File: src/rtl/alu_instr_encoder_pkg.sv
// rtl/alu_instr_encoder_pkg.sv - ALU operation codes, RV32 field constants and field lookup
//
// Shared by the ALU decoder and the instruction encoder. The operation codes
// use the ALUControl encoding that the decoder produces.
package alu_instr_encoder_pkg;

  localparam int ALU_CODE_W = 6;

  typedef logic [ALU_CODE_W-1:0] alu_code_t;

  localparam alu_code_t ALU_ADD  = 6'h00;
  localparam alu_code_t ALU_SUB  = 6'h01;
  localparam alu_code_t ALU_AND  = 6'h02;
  localparam alu_code_t ALU_OR   = 6'h03;
  localparam alu_code_t ALU_XOR  = 6'h04;
  localparam alu_code_t ALU_SLT  = 6'h05;
  localparam alu_code_t ALU_SLL  = 6'h06;
  localparam alu_code_t ALU_SRA  = 6'h07;
  localparam alu_code_t ALU_SRL  = 6'h0B;
  localparam alu_code_t ALU_SLTU = 6'h0C;

  localparam logic [2:0] F3_ADD_SUB = 3'b000;
  localparam logic [2:0] F3_SLL     = 3'b001;
  localparam logic [2:0] F3_SLT     = 3'b010;
  localparam logic [2:0] F3_SLTU    = 3'b011;
  localparam logic [2:0] F3_XOR     = 3'b100;
  localparam logic [2:0] F3_SRL_SRA = 3'b101;
  localparam logic [2:0] F3_OR      = 3'b110;
  localparam logic [2:0] F3_AND     = 3'b111;

  localparam logic [6:0] F7_BASE = 7'b0000000;
  localparam logic [6:0] F7_ALT  = 7'b0100000;

  localparam logic [6:0] OPC_OP     = 7'b0110011;
  localparam logic [6:0] OPC_OP_IMM = 7'b0010011;

  // known:  code appears in the table at all
  // shift:  I-type form carries funct7 in imm[11:5] and shamt in imm[4:0]
  // r_only: no I-type form exists
  typedef struct packed {
    logic       known;
    logic [2:0] funct3;
    logic [6:0] funct7;
    logic       shift;
    logic       r_only;
  } alu_fields_t;

  function automatic alu_fields_t alu_fields(input alu_code_t code);
    alu_fields_t f;
    f.known  = 1'b1;
    f.funct3 = F3_ADD_SUB;
    f.funct7 = F7_BASE;
    f.shift  = 1'b0;
    f.r_only = 1'b0;
    case (code)
      ALU_ADD:  f.funct3 = F3_ADD_SUB;
      ALU_SUB:  begin f.funct7 = F7_ALT; f.r_only = 1'b1; end
      ALU_AND:  f.funct3 = F3_AND;
      ALU_OR:   f.funct3 = F3_OR;
      ALU_XOR:  f.funct3 = F3_XOR;
      ALU_SLT:  f.funct3 = F3_SLT;
      ALU_SLL:  begin f.funct3 = F3_SLL; f.shift = 1'b1; end
      ALU_SRA:  begin f.funct3 = F3_SRL_SRA; f.funct7 = F7_ALT; f.shift = 1'b1; end
      ALU_SRL:  begin f.funct3 = F3_SRL_SRA; f.shift = 1'b1; end
      ALU_SLTU: f.funct3 = F3_SLTU;
      default:  f.known = 1'b0;
    endcase
    return f;
  endfunction

endpackage

File: src/rtl/alu_instr_encoder_if.sv
// rtl/alu_instr_encoder_if.sv - request/output/status bundle of the instruction encoder
//
// master: producer of requests and consumer of encoded words (drives req_*, out_ready)
// slave:  the encoder (drives req_ready, out_*, err_*, instr_count)
interface alu_instr_encoder_if #(
  parameter int ALUCONTROL_WIDTH = 6,
  parameter int ADDR_WIDTH       = 10
);

  logic                        req_valid;
  logic                        req_ready;
  logic [ALUCONTROL_WIDTH-1:0] req_code;
  logic                        req_use_imm;
  logic [4:0]                  req_rd;
  logic [4:0]                  req_rs1;
  logic [4:0]                  req_rs2;
  logic [11:0]                 req_imm;

  logic                        out_valid;
  logic                        out_ready;
  logic [31:0]                 out_instr;
  logic [ADDR_WIDTH-1:0]       out_addr;

  logic                        err_pulse;
  logic [ALUCONTROL_WIDTH-1:0] err_code;
  logic [15:0]                 instr_count;

  modport master (
    output req_valid, req_code, req_use_imm, req_rd, req_rs1, req_rs2, req_imm, out_ready,
    input  req_ready, out_valid, out_instr, out_addr, err_pulse, err_code, instr_count
  );

  modport slave (
    input  req_valid, req_code, req_use_imm, req_rd, req_rs1, req_rs2, req_imm, out_ready,
    output req_ready, out_valid, out_instr, out_addr, err_pulse, err_code, instr_count
  );

endinterface

File: src/rtl/alu_enc_core.sv
// rtl/alu_enc_core.sv - combinational RV32 OP/OP-IMM encode and legality check
//
// Ports:
//   code     in  ALU operation code (ALUControl encoding)
//   use_imm  in  0 = R-type, 1 = I-type
//   rd/rs1/rs2 in register indices
//   imm      in  I-type immediate, imm[4:0] is the shamt for shifts
//   instr    out encoded word (meaningful only when legal)
//   legal    out code is in the table and the requested form exists
module alu_enc_core
  import alu_instr_encoder_pkg::*;
#(
  parameter int ALUCONTROL_WIDTH = 6
) (
  input  logic [ALUCONTROL_WIDTH-1:0] code,
  input  logic                        use_imm,
  input  logic [4:0]                  rd,
  input  logic [4:0]                  rs1,
  input  logic [4:0]                  rs2,
  input  logic [11:0]                 imm,
  output logic [31:0]                 instr,
  output logic                        legal
);

  // Widen the code so that any bits above the table's width can be checked
  // for zero regardless of how ALUCONTROL_WIDTH compares to ALU_CODE_W.
  localparam int EXT_W = (ALUCONTROL_WIDTH > ALU_CODE_W) ? ALUCONTROL_WIDTH : ALU_CODE_W;

  logic [EXT_W-1:0] code_ext;
  logic             upper_zero;
  alu_fields_t      f;
  logic [11:0]      imm12;

  always_comb begin
    code_ext   = EXT_W'(code);
    upper_zero = ((code_ext >> ALU_CODE_W) == '0);
    f          = alu_fields(code_ext[ALU_CODE_W-1:0]);
    legal      = upper_zero & f.known & ~(f.r_only & use_imm);
    imm12      = f.shift ? {f.funct7, imm[4:0]} : imm;
    instr      = use_imm ? {imm12, rs1, f.funct3, rd, OPC_OP_IMM}
                         : {f.funct7, rs2, rs1, f.funct3, rd, OPC_OP};
  end

endmodule

File: src/rtl/alu_instr_encoder.sv
// rtl/alu_instr_encoder.sv - ALU request to RV32 instruction-memory write stream
//
// Ports:
//   clk  in  clock, all state on the rising edge
//   rst  in  synchronous active-high reset
//   bus  slave modport of alu_instr_encoder_if:
//        req_*            encode request (valid/ready handshake)
//        out_valid/ready  encoded word handshake, out_instr/out_addr held while pending
//        err_pulse        one cycle after an illegal request is accepted
//        err_code         code of the last illegal request
//        instr_count      completed output handshakes, saturating
module alu_instr_encoder
  import alu_instr_encoder_pkg::*;
#(
  parameter int ALUCONTROL_WIDTH = 6,
  parameter int ADDR_WIDTH       = 10
) (
  input logic               clk,
  input logic               rst,
  alu_instr_encoder_if.slave bus
);

  localparam logic [0:0] S_IDLE  = 1'b0;
  localparam logic [0:0] S_VALID = 1'b1;

  logic [0:0]                  state;
  logic [31:0]                 instr_q;
  logic [ADDR_WIDTH-1:0]       addr_q;
  logic                        err_pulse_q;
  logic [ALUCONTROL_WIDTH-1:0] err_code_q;
  logic [15:0]                 count_q;

  logic [31:0] enc_instr;
  logic        enc_legal;
  logic        req_ready;
  logic        accept;
  logic        handshake;

  alu_enc_core #(
    .ALUCONTROL_WIDTH(ALUCONTROL_WIDTH)
  ) u_core (
    .code    (bus.req_code),
    .use_imm (bus.req_use_imm),
    .rd      (bus.req_rd),
    .rs1     (bus.req_rs1),
    .rs2     (bus.req_rs2),
    .imm     (bus.req_imm),
    .instr   (enc_instr),
    .legal   (enc_legal)
  );

  // A pending word being drained this cycle frees the slot, so a new request
  // can be taken in the same cycle for one-word-per-cycle streaming.
  assign req_ready = (state == S_IDLE) | bus.out_ready;
  assign accept    = bus.req_valid & req_ready;
  assign handshake = (state == S_VALID) & bus.out_ready;

  always_ff @(posedge clk) begin
    if (rst) begin
      state       <= S_IDLE;
      instr_q     <= '0;
      addr_q      <= '0;
      err_pulse_q <= 1'b0;
      err_code_q  <= '0;
      count_q     <= '0;
    end else begin
      err_pulse_q <= 1'b0;

      // out_addr is the address of the word currently (or next) presented,
      // so it only advances once that word has been taken.
      if (handshake) begin
        addr_q <= addr_q + ADDR_WIDTH'(4);
        if (count_q != 16'hFFFF) begin
          count_q <= count_q + 16'd1;
        end
      end

      if (accept) begin
        if (enc_legal) begin
          state   <= S_VALID;
          instr_q <= enc_instr;
        end else begin
          state       <= S_IDLE;
          err_pulse_q <= 1'b1;
          err_code_q  <= bus.req_code;
        end
      end else if (handshake) begin
        state <= S_IDLE;
      end
    end
  end

  assign bus.req_ready   = req_ready;
  assign bus.out_valid   = (state == S_VALID);
  assign bus.out_instr   = instr_q;
  assign bus.out_addr    = addr_q;
  assign bus.err_pulse   = err_pulse_q;
  assign bus.err_code    = err_code_q;
  assign bus.instr_count = count_q;

endmodule

File: src/flat_wrapper.sv
// flat-port wrapper written by rule: the top's interface ports become plain ports
module alu_instr_encoder_flat import alu_instr_encoder_pkg::*;
#(
  parameter int ALUCONTROL_WIDTH = 6,
  parameter int ADDR_WIDTH       = 10
)
  (clk, rst, bus_req_valid, bus_req_code, bus_req_use_imm, bus_req_rd, bus_req_rs1, bus_req_rs2, bus_req_imm, bus_out_ready, bus_req_ready, bus_out_valid, bus_out_instr, bus_out_addr, bus_err_pulse, bus_err_code, bus_instr_count);
  alu_instr_encoder_if #(.ALUCONTROL_WIDTH(ALUCONTROL_WIDTH), .ADDR_WIDTH(ADDR_WIDTH)) bus_i ();
  input logic clk;
  input logic rst;
  input wire logic [$bits(bus_i.req_valid)-1:0] bus_req_valid;
  input wire logic [$bits(bus_i.req_code)-1:0] bus_req_code;
  input wire logic [$bits(bus_i.req_use_imm)-1:0] bus_req_use_imm;
  input wire logic [$bits(bus_i.req_rd)-1:0] bus_req_rd;
  input wire logic [$bits(bus_i.req_rs1)-1:0] bus_req_rs1;
  input wire logic [$bits(bus_i.req_rs2)-1:0] bus_req_rs2;
  input wire logic [$bits(bus_i.req_imm)-1:0] bus_req_imm;
  input wire logic [$bits(bus_i.out_ready)-1:0] bus_out_ready;
  output wire logic [$bits(bus_i.req_ready)-1:0] bus_req_ready;
  output wire logic [$bits(bus_i.out_valid)-1:0] bus_out_valid;
  output wire logic [$bits(bus_i.out_instr)-1:0] bus_out_instr;
  output wire logic [$bits(bus_i.out_addr)-1:0] bus_out_addr;
  output wire logic [$bits(bus_i.err_pulse)-1:0] bus_err_pulse;
  output wire logic [$bits(bus_i.err_code)-1:0] bus_err_code;
  output wire logic [$bits(bus_i.instr_count)-1:0] bus_instr_count;
  assign bus_i.req_valid = bus_req_valid;
  assign bus_i.req_code = bus_req_code;
  assign bus_i.req_use_imm = bus_req_use_imm;
  assign bus_i.req_rd = bus_req_rd;
  assign bus_i.req_rs1 = bus_req_rs1;
  assign bus_i.req_rs2 = bus_req_rs2;
  assign bus_i.req_imm = bus_req_imm;
  assign bus_i.out_ready = bus_out_ready;
  assign bus_req_ready = bus_i.req_ready;
  assign bus_out_valid = bus_i.out_valid;
  assign bus_out_instr = bus_i.out_instr;
  assign bus_out_addr = bus_i.out_addr;
  assign bus_err_pulse = bus_i.err_pulse;
  assign bus_err_code = bus_i.err_code;
  assign bus_instr_count = bus_i.instr_count;
  alu_instr_encoder #(.ALUCONTROL_WIDTH(ALUCONTROL_WIDTH), .ADDR_WIDTH(ADDR_WIDTH)) u_core (.clk(clk), .rst(rst), .bus(bus_i));
endmodule
File: config.mk
export PLATFORM = sky130hd
export DESIGN_NAME = alu_instr_encoder_flat
export DESIGN_NICKNAME = d
export VERILOG_FILES = /design/src/rtl/alu_instr_encoder_pkg.sv /design/src/rtl/alu_instr_encoder_if.sv /design/src/rtl/alu_enc_core.sv /design/src/rtl/alu_instr_encoder.sv /design/src/flat_wrapper.sv
export SDC_FILE = /design/constraint.sdc
export NUM_CORES = 1
export LEC_CHECK = 0
export ABC_AREA = 1
export CELL_PAD_IN_SITES_DETAIL_PLACEMENT = 0
export CELL_PAD_IN_SITES_GLOBAL_PLACEMENT = 1
export CORE_MARGIN = 2
export CORE_UTILIZATION = 28
export DETAILED_ROUTE_END_ITERATION = 10
export HOLD_SLACK_MARGIN = 0.12
export PLACE_DENSITY = 0.8
export SYNTH_ARGS = -nofsm -noshare
export SYNTH_HDL_FRONTEND = slang
export SYNTH_SLANG_ARGS = --single-unit
File: constraint.sdc
create_clock -name clk -period 1.35 [get_ports clk]
set_input_delay 0.135 -clock clk [delete_from_list [all_inputs] [get_ports clk]]
set_output_delay 0.135 -clock clk [all_outputs]
set_load 0.1 [all_outputs]
### Word level (Yosys, flattened, before mapping)

Cells that the tools add are included.

| cells by class | value |
|---|---|
| add/sub/neg operators | 2 |
| multiply operators | 0 |
| divide/modulo/power cells | 0 |
| $lt $le $gt $ge | 0 |
| eq/ne operators | 10 |
| shift-type cells | 0 |
| mux-type cells | 11 |
| bitwise gates (word level) | 9 |
| reduce and logical (&&, ||, !) cells | 10 |

Operator list:

| kind | count |
|---|---|
| 2-to-1 mux 32 bit | 1 |
| == test 6 x 3 -> 1 bit, second input constant | 4 |
| case mux 3 bit (7 select lines) | 1 |
| adder 16 x 1 -> 16 bit, second input constant | 1 |
| != test 16 bit, second input constant | 1 |
| == test 6 x 2 -> 1 bit, second input constant | 2 |
| == test 6 x 4 -> 1 bit, second input constant | 2 |
| 2-to-1 mux 12 bit | 1 |
| adder 10 x 3 -> 10 bit, second input constant | 1 |
| OR reduction 10 bit | 1 |
| 2-to-1 mux 1 bit | 7 |
| == test 6 x 1 -> 1 bit, second input constant | 1 |
| zero test 6 bit | 1 |
| 2-to-1 mux 6 bit | 1 |
| AND reduction 2 bit | 3 |
| OR reduction 2 bit | 3 |
| bitwise AND 1 bit | 4 |
| inverter 1 bit | 4 |
| OR reduction 3 bit | 1 |
| nonzero test 2 bit | 1 |
| OR 1 bit | 1 |

| word-level totals | value |
|---|---|
| flip-flop bits (word level) | 66 |
| bits in latches | 0 |
| RAM bits | 0 |
| ROM bits | 0 |
| bits of input ports | 38 |
| output and inout bits | 67 |
| logic and storage cells | 48 |
| memories | 0 |

### Longest topological paths before layout

| logic depth | value |
|---|---|
| word-level depth | 7 |
| mapped depth | 9 |
| gate-level depth less buffers | 9 |

### Cells and area by module

From an unflattened synthesis, not the netlist that was laid out.

| unflattened totals | value |
|---|---|
| cell total of the unflattened synthesis | 459 |
| area total of the unflattened synthesis | 3191.8 µm² |

Modules (own cells, without submodules):

| module | times used | cells each | area an instance (µm²) | seq. area each (µm²) |
|---|---|---|---|---|
| alu_instr_encoder | 1 | 371 | 2730.1 | 1281.2 |
| alu_enc_core | 1 | 88 | 461.7 | 0.0 |

### Worst setup path before layout

No wires, ideal clock.

| path | value |
|---|---|
| path kind | reg2reg |
| start | reg u_core.state (netlist: u_core.bus.out_valid) |
| end | reg u_core.instr_q[25] (netlist: u_core.bus.out_instr[25]) |
| setup time | 134 ps |
| data arrival time | 2497 ps |
| required time | 1216 ps |
| path slack | -1281 ps |
| cell stages (with the launch flop) | 9 |
| buffers on the path | 1 |
| clock period less this slack | 2631 ps |
| cells stage by stage | dfxtp_1 nand2_1 nand2_1 inv_1 nand3_2 buf_2 nand2_1 nand2_1 nor2_1 |

| between the ends | value |
|---|---|
| longest elaborated chain between the ends | 4 |

RTL lines:

| what | RTL line | text |
|---|---|---|
| start, declared | alu_instr_encoder.sv:26 | `logic [0:0] state;` |
| start signal, assigned | alu_instr_encoder.sv:60 | `state <= S_IDLE;` |
| start signal, assigned | alu_instr_encoder.sv:80 | `state <= S_VALID;` |
| start signal, assigned | alu_instr_encoder.sv:83 | `state <= S_IDLE;` |
| inverter 1 bit | alu_instr_encoder.sv:54 | `assign req_ready = (state == S_IDLE) \| bus.out_ready;` |
| OR 1 bit | alu_instr_encoder.sv:54 |  |
| via bus_req_ready | flat_wrapper.sv:19 | `output wire logic [$bits(bus_i.req_ready)-1:0] bus_req_ready;` |
| bitwise AND 1 bit | alu_instr_encoder.sv:55 | `assign accept = bus.req_valid & req_ready;` |
| AND reduction 2 bit (no source line) | - |  |
| end signal, assigned | alu_instr_encoder.sv:81 | `instr_q <= enc_instr;` |
| end, declared | alu_instr_encoder.sv:27 | `logic [31:0] instr_q;` |

The timed path passes the listed nets, and every way through them passes these cells.
A chain may end at the register's enable or synchronous reset.

### Worst setup path in the final report

| path | value |
|---|---|
| start | reg u_core.count_q[0] (netlist: u_core.bus.instr_count[0]) |
| end | reg u_core.count_q[15] (netlist: u_core.bus.instr_count[15]) |

| between the ends | value |
|---|---|
| longest elaborated chain between the ends | 2 |
| elaborated cells on any way between the ends | 3 |
| those cells by class | add/sub (1); eq/ne (1); reduce/logical (1) |

RTL lines:

| what | RTL line | text |
|---|---|---|
| start, declared | alu_instr_encoder.sv:31 | `logic [15:0] count_q;` |
| start signal, assigned | alu_instr_encoder.sv:74 | `count_q <= count_q + 16'd1;` |
| branches (longest 2 deep; another with adder 16 x 1 -> 16 bit) | - |  |

Several ways; the timed one is not identified.

==> metrics.md <==
| Metric | Value |
|---|---|
| Status | finished, final reports clean |
| Crit Path Max Fanout | 5 |
| Die height | 108 um |
| CTS Hold Buffers Added | 0 |
| Clk root buf | clkbuf_8 |
| Worst reg2reg startpoint | u_core.bus.instr_count[0]$_SDFFE_PP0P_ |
| Final worst-path setup slack | 12.8 ps |
| Data required, critical path | 1620 ps |
| MaxCap Viol Count | 0 |
| CP Capture Point | u_core.bus.instr_count[15]$_SDFFE_PP0P_ |
| Worst R2R Setup Slack | 10 ps |
| Worst Reg2Reg Path Length in Cells | 9 |
| Post-route ant nets | 0 |
| Nets | 661 |
| Final non-filler cell total | 762 |
| Crit share post-route | 99.1% |
| Remaining DRCs | 0 |
| Crit path kind | register to register |
| Placed instance area | 5250 um2 |
| Num rows | 37 |
| Layout cells sized above 1 | 34.8% |
| H-tree Lvls | 3 |
| Slowest-stage cell, CP | dfxtp_4 |
| Filler instances | 971 |
| # IOs | 105 |
| Clock sink total | 59 |
| Cell taking the most area after synthesis | dfxtp_1 |
| IO Port Bufs | 99 |
| Worst skew pair latency | 340 ps |
| F_max | 0.748 GHz |
| GRT overflow | 0 |
| Design Area, Final | 5650 um2 |
| Async set-or-reset flop fraction in the synthesized netlist | 0% |
| Vias in the first global route | 3342 |
| CP Capture Type | register |
| Final HPWL DP | 6950 um |
| Worst path most repeated cell | nand2_1 |
| RSZ-0062 raised after global routing | true |
| Post-synthesis cell count | 471 |
| Peak supply drop | 0.000509 V |
| Longest Clk Path Bufs | 2 |
| Worst-path clk slew | 70 ps |
| Placed cells | 741 |
| Netlist cell types | 29 |
| Max Slew Vio Count | 0 |
| Met3 Wirelength | 830 um |
| Syn Area/Cell | 6.40 um2 |
| Largest net degree at the start of global routing | 36 |
| Number of synthesized register bits | 59 |
| CTS tree | built |
| Total core area | 10400 um2 |
| First-pass GRT wire length | 15000 um |
| Hold Crit Class | input port to register |
| Routed length on met2 | 4550 um |
| Pwr per Cell Area | 870 nW/um2 |
| Total GRT Usage | 16.4% |
| Total design power | 4.91 mW |
| Starting density of the core | 29.1% |
| Number of CTS-inserted buffers | 9 |
| Crit path DAT | 1610 ps |
| DIE AREA | 11600 um2 |
| Main flop type after synthesis | dfxtp_1 |
| CP Launch Point | u_core.bus.instr_count[0]$_SDFFE_PP0P_ |
| Antenna Cells | 0 |
| CP peak stage delay | 360 ps |
| Avg WL per Cell | 12.1 um |
| Syn-to-layout area delta | 87.3% |
| Vias | 3363 |
| Place WS | -437 ps |
| Period minus WS final | 1340 ps |
| Worst R2R End | u_core.bus.instr_count[15]$_SDFFE_PP0P_ |
| Wl on met1 | 3630 um |
| Pre-Repair DR Iteration Count | 4 |
| Chip width | 108 um |
| Post-synth EDFFs | 0 |
| Final Hold Fails | 0 |
| Initial DRC count | 124 |
| Setup Skew | 5.26 ps |
| Final WL | 9230 um |
| Top cell type's share of synthesized area | 39.2% |
| Sequential share of the synthesized area | 39.2% |
| Endpoints failing setup | 0 |
| Routability cong. | 0.848 |
| Startpoint Class | register |
| Mapped Area | 3010 um2 |
| Max Used Layer | met4 |
| Initial antenna violation count | 0 |
| Synth area leaders | dfxtp_1, nand2_1, nor2_1 |
| Synth warn | 0 |
| CP Cell Sequence | buf_4, inv_1, nor2_2, nand2_1, nor2_1, nand2_1, nand2_1, nand2_2, a21oi_2 |
| Post-DR vias/cell | 4.41 |
| Leak | 2.56 nW |
[through the flow]
stage / utilization (%) / setup TNS, ps / hold slack, ps
2_1_floorplan: - / -7240 / 270
3_3_place_gp: 50.6 / -12360 / 492
3_5_place_dp: 50.6 / -15470 / 514
4_1_cts: 53.2 / 0 / 313
5_1_grt: 54.4 / -1010 / 264
6_report: 54.4 / 0 / 171
[Yosys cell counts (2+ instances only)]
| master | instances |
|---|---|
| nand2_1 | 145 |
| nor2_1 | 95 |
| dfxtp_1 | 59 |
| inv_1 | 59 |
| nand3_1 | 17 |
| a21oi_1 | 14 |
| o21ai_0 | 14 |
| nand4_1 | 9 |
| a21oi_2 | 8 |
| buf_4 | 7 |
| clkbuf_1 | 7 |
| buf_2 | 6 |
| nor3_1 | 5 |
| xnor2_1 | 4 |
| xor2_1 | 4 |
| nand3_2 | 3 |
| ha_1 | 2 |
| nand2_2 | 2 |
[what timing repair did]
| item | in CTS | in global routing |
|---|---|---|
| buffers inserted | 0 | 5 |
| pin swaps | 8 | 14 |
| endpoints found under the setup margin | 29 | 41 |
| resized for setup | 16 | 32 |
[logic make-up after synthesis]
logic type	count (synthesis)	synth area share, %
xor gates and xnor gates	8	2.32
AOI/OAI and AO/OA	40	7.89
and+or+nand+nor	280	38.2
DFF	59	39.2
buffers and inverters	81	11.5
other	1	0.124
adders and majority gates	2	0.830
[final cells by class]
cell class	instances	area [um2]	share of cell area (%)
Multi-Input combinational cell	335	1660	29.5
Clock buffer	10	128	2.26
Inverter	60	225	3.99
Tap cell	136	170	3.01
Sequential cell	59	1270	22.5
Clock inverter	6	104	1.84
Timing Repair Buffer	156	2090	37.0
[power by group]
part / total (mW) / internal [mW] / switching [mW]
combinational: 1.16 / 0.432 / 0.731
clock: 1.93 / 1.21 / 0.717
sequential: 1.82 / 1.76 / 0.0643
[worst max-delay path: cells and delay by family, from the launching register on]
family / cells / cell delay [ps]
AO/OA/AOI/OAI: 1 / 120
flip-flops: 1 / 360
buffers and inverters: 2 / 210
AND/OR/NAND/NOR: 6 / 600
[flip-flops by register name, summed over array words and instances (netlist names)]
register	cells
u_core.bus.err_code	6
u_core.bus.out_addr	8
u_core.bus.err_pulse	1
u_core.bus.instr_count	16
u_core.bus.out_valid	1
u_core.bus.out_instr	27
[per-layer routing]
| metal | vias to the layer above | GRT usage, % |
|---|---|---|
| met5 | - | 0 |
| met1 | 1523 | 17.4 |
| li1 | 1732 | - |
| met3 | 17 | 6.96 |
| met2 | 91 | 27.8 |
| met4 | 0 | 7.97 |
[how the worst min path moves through the flow]
stage	from	cells past startpoint	slack (ps)	end
2_1_floorplan	bus_req_rd[3]	2	270	u_core.bus.out_instr[10]$_SDFFE_PP0P_
3_5_place_dp	u_core.bus.out_addr[9]$_SDFFE_PP0P_	2	510	u_core.bus.out_addr[9]$_SDFFE_PP0P_
5_1_grt	bus_req_code[2]	3	260	u_core.bus.err_code[2]$_SDFFE_PP0P_
4_1_cts	bus_req_code[3]	3	310	u_core.bus.err_code[3]$_SDFFE_PP0P_
3_3_place_gp	u_core.bus.out_addr[9]$_SDFFE_PP0P_	2	490	u_core.bus.out_addr[9]$_SDFFE_PP0P_
6_report	bus_req_code[2]	3	170	u_core.bus.err_code[2]$_SDFFE_PP0P_
[layout by cell type, fill, tap and decap left out, types with 2 or more instances in the layout]
master and count:
nand2_1 129, nor3_4 2, dfxtp_1 33, clkdlybuf4s50_1 31
nor2_2 13, nand2_2 16, inv_2 5, o21ai_1 2
bufinv_16 3, nand3_2 3, a21oi_1 11, clkinv_2 2
nand2_4 2, nor2_4 2, buf_12 64, xor2_1 4
conb_1 5, buf_4 50, xnor2_1 4, o21ai_0 13
clkbuf_8 9, a21oi_2 11, buf_6 5, dlygate4sd2_1 3
dfxtp_4 22, ha_4 2, dfxtp_2 4, nand3_1 16
inv_1 55, dlymetal6s2s_1 3, nor2_1 82, nor3_1 3
nand4_1 9
(Power assumes the default switching activity.)
